## config.mk

```make
export PLATFORM = sky130hd
export DESIGN_NAME = seq_chunk_subtractor_flat
export DESIGN_NICKNAME = d
export VERILOG_FILES = /design/src/rtl/seq_chunk_subtractor_if.sv /design/src/rtl/seq_chunk_subtractor.sv /design/src/flat_wrapper.sv
export SDC_FILE = /design/constraint.sdc
export NUM_CORES = 1
export LEC_CHECK = 0
export BUFFER_PORTS_ARGS = -buffer_cell sky130_fd_sc_hd__clkbuf_2
export CAP_MARGIN = 5
export CORE_ASPECT_RATIO = 1.2
export CORE_MARGIN = 5
export CORE_UTILIZATION = 45
export CTS_CLUSTER_SIZE = 40
export DETAILED_ROUTE_END_ITERATION = 8
export PLACE_DENSITY = 0.75
export SLEW_MARGIN = 15
export SYNTH_ARGS = -nofsm -noshare
export SYNTH_HDL_FRONTEND = slang
export SYNTH_SLANG_ARGS = --single-unit
```

## constraint.sdc

```tcl
create_clock -name Clk -period 16.2 [get_ports Clk]
set_clock_uncertainty 0.05 [all_clocks]
set_input_delay 3.24 -clock Clk [delete_from_list [all_inputs] [get_ports Clk]]
set_output_delay 3.24 -clock Clk [all_outputs]
set_load 0.02 [all_outputs]
```

## src/rtl/seq_chunk_subtractor_if.sv

```systemverilog
// Operand/result channel bundle for the sliced subtractor.
// The master side is the producer of operands and the consumer of results.
interface seq_chunk_subtractor_if #(
    parameter int WIDTH = 128
);
    logic             InValid;
    logic             InReady;
    logic [WIDTH-1:0] A;
    logic [WIDTH-1:0] B;
    logic             BorrowIn;
    logic             OutValid;
    logic             OutReady;
    logic [WIDTH-1:0] D;
    logic             BorrowOut;
    logic             Zero;
    logic             Ovf;

    modport master (
        output InValid, A, B, BorrowIn, OutReady,
        input  InReady, OutValid, D, BorrowOut, Zero, Ovf
    );

    modport slave (
        input  InValid, A, B, BorrowIn, OutReady,
        output InReady, OutValid, D, BorrowOut, Zero, Ovf
    );
endinterface

```

## src/rtl/seq_chunk_subtractor.sv

```systemverilog
// Multi-cycle D = A - B - BorrowIn, one CHUNK-bit slice per cycle, LSB slice first.
// The inter-slice borrow is registered so only a CHUNK-bit subtractor sits in the critical path.
module seq_chunk_subtractor #(
    parameter int WIDTH = 128,
    parameter int CHUNK = 32
) (
    input  logic                  Clk,
    input  logic                  Rst,
    seq_chunk_subtractor_if.slave subIf
);
    localparam int NCHUNK = WIDTH / CHUNK;
    localparam int CNTW   = (NCHUNK > 1) ? $clog2(NCHUNK) : 1;
    localparam logic [CNTW-1:0] LAST = CNTW'(NCHUNK - 1);

    typedef enum logic [1:0] {IDLE, RUN, DONE} state_t;

    state_t           state_q, state_d;
    logic [CNTW-1:0]  cnt_q, cnt_d;
    logic             borrow_q, borrow_d;
    logic [WIDTH-1:0] a_q, a_d;
    logic [WIDTH-1:0] b_q, b_d;
    logic [WIDTH-1:0] d_q, d_d;
    logic             borrowOut_q, borrowOut_d;
    logic             zero_q, zero_d;
    logic             ovf_q, ovf_d;

    logic [CHUNK-1:0] aSlice, bSlice;
    logic [CHUNK:0]   diff;
    logic [WIDTH-1:0] dMerged;
    int               sliceBase;

    // Slice datapath: dMerged is the result word with the current slice already written in,
    // so the flags can be derived from it on the last slice.
    always_comb begin
        sliceBase = int'(cnt_q) * CHUNK;
        aSlice    = a_q[sliceBase +: CHUNK];
        bSlice    = b_q[sliceBase +: CHUNK];
        diff      = {1'b0, aSlice} - {1'b0, bSlice} - {{CHUNK{1'b0}}, borrow_q};
        dMerged   = d_q;
        dMerged[sliceBase +: CHUNK] = diff[CHUNK-1:0];
    end

    always_ff @(posedge Clk) begin
        if (!Rst) begin
            state_q     <= IDLE;
            cnt_q       <= '0;
            borrow_q    <= 1'b0;
            a_q         <= '0;
            b_q         <= '0;
            d_q         <= '0;
            borrowOut_q <= 1'b0;
            zero_q      <= 1'b0;
            ovf_q       <= 1'b0;
        end else begin
            state_q     <= state_d;
            cnt_q       <= cnt_d;
            borrow_q    <= borrow_d;
            a_q         <= a_d;
            b_q         <= b_d;
            d_q         <= d_d;
            borrowOut_q <= borrowOut_d;
            zero_q      <= zero_d;
            ovf_q       <= ovf_d;
        end
    end

    always_comb begin
        state_d     = state_q;
        cnt_d       = cnt_q;
        borrow_d    = borrow_q;
        a_d         = a_q;
        b_d         = b_q;
        d_d         = d_q;
        borrowOut_d = borrowOut_q;
        zero_d      = zero_q;
        ovf_d       = ovf_q;
        case (state_q)
            IDLE: begin
                if (subIf.InValid) begin
                    a_d      = subIf.A;
                    b_d      = subIf.B;
                    borrow_d = subIf.BorrowIn;
                    cnt_d    = '0;
                    state_d  = RUN;
                end
            end
            RUN: begin
                d_d      = dMerged;
                borrow_d = diff[CHUNK];
                if (cnt_q == LAST) begin
                    // Overflow compares the sign bits of the captured operands, not the live inputs.
                    borrowOut_d = diff[CHUNK];
                    zero_d      = (dMerged == '0);
                    ovf_d       = (a_q[WIDTH-1] != b_q[WIDTH-1]) && (dMerged[WIDTH-1] != a_q[WIDTH-1]);
                    state_d     = DONE;
                end else begin
                    cnt_d = cnt_q + 1'b1;
                end
            end
            DONE: begin
                if (subIf.OutReady) begin
                    state_d = IDLE;
                end
            end
            default: state_d = IDLE;
        endcase
    end

    always_comb begin
        subIf.InReady   = Rst && (state_q == IDLE);
        subIf.OutValid  = (state_q == DONE);
        subIf.D         = d_q;
        subIf.BorrowOut = borrowOut_q;
        subIf.Zero      = zero_q;
        subIf.Ovf       = ovf_q;
    end
endmodule
```

## src/flat_wrapper.sv

```systemverilog
// flat-port wrapper written by rule: the top's interface ports become plain ports
module seq_chunk_subtractor_flat 
#(
    parameter int WIDTH = 128,
    parameter int CHUNK = 32
)
  (Clk, Rst, subIf_InValid, subIf_A, subIf_B, subIf_BorrowIn, subIf_OutReady, subIf_InReady, subIf_OutValid, subIf_D, subIf_BorrowOut, subIf_Zero, subIf_Ovf);
  seq_chunk_subtractor_if #(.WIDTH(WIDTH)) subIf_i ();
  input  logic Clk;
  input  logic Rst;
  input wire logic [$bits(subIf_i.InValid)-1:0] subIf_InValid;
  input wire logic [$bits(subIf_i.A)-1:0] subIf_A;
  input wire logic [$bits(subIf_i.B)-1:0] subIf_B;
  input wire logic [$bits(subIf_i.BorrowIn)-1:0] subIf_BorrowIn;
  input wire logic [$bits(subIf_i.OutReady)-1:0] subIf_OutReady;
  output wire logic [$bits(subIf_i.InReady)-1:0] subIf_InReady;
  output wire logic [$bits(subIf_i.OutValid)-1:0] subIf_OutValid;
  output wire logic [$bits(subIf_i.D)-1:0] subIf_D;
  output wire logic [$bits(subIf_i.BorrowOut)-1:0] subIf_BorrowOut;
  output wire logic [$bits(subIf_i.Zero)-1:0] subIf_Zero;
  output wire logic [$bits(subIf_i.Ovf)-1:0] subIf_Ovf;
  assign subIf_i.InValid = subIf_InValid;
  assign subIf_i.A = subIf_A;
  assign subIf_i.B = subIf_B;
  assign subIf_i.BorrowIn = subIf_BorrowIn;
  assign subIf_i.OutReady = subIf_OutReady;
  assign subIf_InReady = subIf_i.InReady;
  assign subIf_OutValid = subIf_i.OutValid;
  assign subIf_D = subIf_i.D;
  assign subIf_BorrowOut = subIf_i.BorrowOut;
  assign subIf_Zero = subIf_i.Zero;
  assign subIf_Ovf = subIf_i.Ovf;
  seq_chunk_subtractor #(.WIDTH(WIDTH), .CHUNK(CHUNK)) u_core (.Clk(Clk), .Rst(Rst), .subIf(subIf_i));
endmodule
```

Yosys cells after proc, flatten, opt, wreduce, memory -nomap -nowiden
Cells that the tools add are included.
- input port bits: 261
- register bits: 392
- output and inout bits: 133
- $add $sub $neg: 4
- muxes and demuxes: 10
- equality and inequality tests: 9
- reductions and logical operators: 10
- shifts and indexed selects: 4
- operator list (kind ; count):
    128-bit by 8-bit variable part select with 32-bit output ; 2
    128-bit bitwise mux ; 1
    128-bit zero test ; 1
    32-bit by 33-bit variable shift with 128-bit output, first input constant ; 1
    32-bit by 33-bit variable part select with 128-bit output ; 1
    7-bit negator with 33-bit output ; 1
    32-bit by 32-bit subtractor with 33-bit output ; 1
    33-bit by 1-bit subtractor with 33-bit output ; 1
    2-bit two-way mux ; 5
    2-bit != test, second input constant ; 3
    2-bit one-hot mux with 3 select lines ; 1
    2-bit AND reduction ; 3
    3-bit AND reduction ; 2
    2-bit == test, second input constant ; 2
    2-bit one-hot mux with 2 select lines ; 1
    2-bit by 1-bit adder with 2-bit output, second input constant ; 1
    2-bit by 1-bit == test with 1-bit output, second input constant ; 1
    1-bit logical AND ; 2
    2-bit zero test ; 1
    1-bit != test ; 2
    2-bit by 1-bit != test with 1-bit output, second input constant ; 1
    1-bit one-hot mux with 2 select lines ; 1
    2-bit nonzero test ; 1
    1-bit two-way mux ; 1

Longest topological paths before layout
- depth in word-level cells: 7
- mapped depth: 19
- depth with buffers taken out: 15

Least setup slack after synthesis
No wires, ideal clock.
- path type: input port to output port
- start: in Rst
- end: out subIf_InReady
- path slack: 8851 ps
- arrival time: 4059 ps
- stages on the path: 4
- buffers on the path: 2
- path through: clkbuf_1 -> clkbuf_1 -> nand2b_1 -> nor2_1
- word-level cells in the longest chain between the ends: 1
- RTL lines (element ; line ; RTL):
    from (decl) ; flat_wrapper.sv:10 ; input logic Rst;
    1-bit logical AND ; seq_chunk_subtractor.sv:110 ; subIf.InReady = Rst && (state_q == IDLE);
    to (decl) ; flat_wrapper.sv:16 ; output wire logic [$bits(subIf_i.InReady)-1:0] subIf_InReady;
No other way between the ends.

Worst setup path after layout
Same ends and word-level chain as after synthesis.

==> summary.md <==
| Metric | Value |
|---|---|
| Die width | `201.0 um` |
| Row count | `84` |
| Worst-Skew Late Latency | `580 ps` |
| Nets | `2,914` |
| Initial Utilization | `45.15%` |
| Status | `finished clean` |
| Via count | `17,730` |
| Yosys top cell by area | `dfxtp_1` |
| PostCTS Resize Cnt | `0` |
| Period minus WS final | `7538 ps` |
| Hold_ws | `411.8 ps` |
| Initial antenna violation count | `4` |
| Post-CTS setup buffer count | `0` |
| Vias in the first global route | `17,500` |
| Post-DR vias/cell | `5.577` |
| Crit path largest cell delay | `520 ps` |
| Post-Syn Area | `19,700 sq um` |
| Synth top cells by count | `nand2_1, dfxtp_1, a21boi_0` |
| Layout cells sized above 1 | `21.48%` |
| Sequential fraction of the synthesis area | `39.84%` |
| WHS Path Cells | `2` |
| Routability Congestion | `0.9348` |
| Area Growth Syn to Fin | `17.94%` |
| Setup CP Type | `primary input to output pin` |
| LEAKAGE | `9.441 nW` |
| Number of enable flip-flop cells after synthesis | `0` |
| FMAX | `132.7 MHz` |
| Syn nets | `2,625` |
| CP Launch Type | `primary input` |
| Clock transition at path regs | `60 ps` |
| Worst Path Max Fanout | `134` |
| Synth Area per Inst | `8.578 sq um` |
| H-tree levels | `2` |
| Max Cap Viol | `0` |
| Setup violators final | `0` |
| Gr usage total | `25.13%` |
| Count leader, synth | `nand2_1` |
| Sink Count | `392` |
| CTS tree | `done` |
| Worst R2R Path Depth | `16` |
| Area contributors post-synth | `dfxtp_1, nand2_1, a21boi_0, mux4_2, a22oi_1` |
| Hold_buf cts | `0` |
| Crit path arrival time | `4250 ps` |
| Die height | `239.2 um` |
| Slew Viols, Final | `0` |
| Buf/Inv on CP | `2` |
| Initial DRC Count | `1,133` |
| Post-synth top area share | `39.84%` |
| Root Driver | `clkbuf_16` |
| Least-Margin Pin Slew | `1223 ps` |
| Fin Setup TNS | `0 ps` |
| Crit. End Element | `output pin` |
| Worst path slowest cell | `clkbuf_8` |
| Number of nets still failing antenna checks after routing | `0` |
| Asr flop ratio synth | `0%` |
| Worst vdd ir | `0.06535 mV` |
| IO Pins | `394` |
| Hold Path Origin | `u_core.a_q[105]` |
| CP Data Required Time | `12,910 ps` |
| Hold crit path type | `flip-flop to flip-flop` |
| Drt pass-1 iters | `6` |
| Top FF cell, synth | `dfxtp_1` |
| Largest net degree at the start of global routing | `244` |
| Reg2reg end | `u_core.subIf.Zero` |
| Drt total wl | `63.25 mm` |
| RSZ-0062 raised after global routing | `false` |
| Power Density | `123.1 nW/um^2` |
| Core Footprint | `43,620 sq um` |
| Cell count after synthesis | `2,296` |
| Congestion Overflow GR | `0` |
| Cts bufs inserted | `40` |
| Post-synth cell types | `79` |
| Worst reg2reg startpoint | `u_core.cnt_q[0]` |
| First-pass GRT wire length | `96.74 mm` |
| Worst-path cell chain | `clkbuf_8, nand2b_1, nor2_1, clkbuf_2` |
| IO Port Bufs | `393` |
| Hold path endpoint | `u_core.a_q[105]` |
| Synthesis-stage register bit count | `392` |
| Final period util | `46.53%` |
| Number of remaining DRC errors | `0` |
| Die area | `48,070 sq um` |
| Synth Warn # | `0` |
| Fin. Hold Viols | `0` |
| Relative slew slack | `17.91%` |
| HPWL reported at the end of detailed placement | `46.58 mm` |
| CP top delay family | `buffers and inverters` |
| Clk buf depth | `3` |
| R2r setup slk | `10,010 ps` |
| DR WL/cell | `19.90 um` |
-- through the flow --
step           power [mW]  cell area (sq um)  util (%)  setup slack [ps]  std cells
4_1_cts             2.865              23210     53.22              8659       3175
3_3_place_gp        1.941              21920     50.25              8575       3102
6_report            2.859              23230     53.26              8662       3179
2_1_floorplan       1.621              19700         -              8851       2296
5_1_grt             2.984              23230     53.26              8509       3179
3_5_place_dp        1.954              21920     50.25              8651       3102
-- report_power, final --
part	leakage [nW]	switching (mW)	internal (mW)
sequential	3.20	0.0365	1.01
combinational	5.60	0.597	0.303
clock	0.638	0.395	0.513
-- sequential cells by signal, indices dropped and copies added, names as in the netlist --
| signal | count |
|---|---|
| u_core.state_q | 2 |
| u_core.subIf.Ovf | 1 |
| u_core.borrow_q | 1 |
| u_core.subIf.D | 128 |
| u_core.a_q | 128 |
| u_core.subIf.Zero | 1 |
| u_core.b_q | 128 |
| u_core.cnt_q | 2 |
| u_core.subIf.BorrowOut | 1 |
-- layout by cell type, fill, tap and decap left out, drive strengths merged, types with 10 or more instances in the layout --
cell,netlist,layout
nor2b,130,130
nand2,572,572
xnor2,16,16
o21ai,51,51
ha,66,66
nor3,16,16
a21boi,262,262
mux4,63,63
dfxtp,392,392
a21oi,52,52
nor2,51,51
a21o,10,10
nand4,16,16
buf,14,19
clkbuf,151,454
inv,106,111
nor4,41,41
nand3,12,12
a22oi,122,122
and2,12,12
-- cell families after synthesis --
family | Yosys count | share of synthesized area, %
flops | 392 | 39.85
mux | 70 | 7.617
fa+ha+maj | 68 | 4.396
xor+xnor | 24 | 1.105
compound gates | 577 | 21.27
buf+inv | 271 | 5.216
simple gates | 894 | 20.55
-- metal layers --
layer	part of all wire (%)	routed length, um	global-route usage (%)	vias up
met1	42	26420	31.71	8408
met4	4.3	2749	11.35	0
met3	5.9	3760	3.968	127
met5	0	0	0	-
met2	48	30320	42.70	656
li1	-	-	-	8538
-- tightest hold or removal path: stages (launching register included) --
cell      delay [ps]
dfxtp_1          300
nand2_1           50
a21boi_0          60
-- worst max path at each step --
stage | startpoint | to | cells after the start
2_1_floorplan | Rst | subIf_InReady | 4
3_3_place_gp | Rst | subIf_InReady | 4
3_5_place_dp | Rst | subIf_InReady | 4
4_1_cts | Rst | subIf_InReady | 4
5_1_grt | Rst | subIf_InReady | 4
6_report | Rst | subIf_InReady | 4
-- final cells by class --
class / count / area, sq um
inverters: 106 / 397.9
repair buffers: 412 / 2131
fillers: 3997 / 20390
multi-input cells: 1633 / 10840
flip-flops and latches: 392 / 7855
well taps: 559 / 699.4
clock buffers: 61 / 1190
diodes: 4 / 10.01
clock inverters: 12 / 105.1
(Power assumes the default switching activity.)
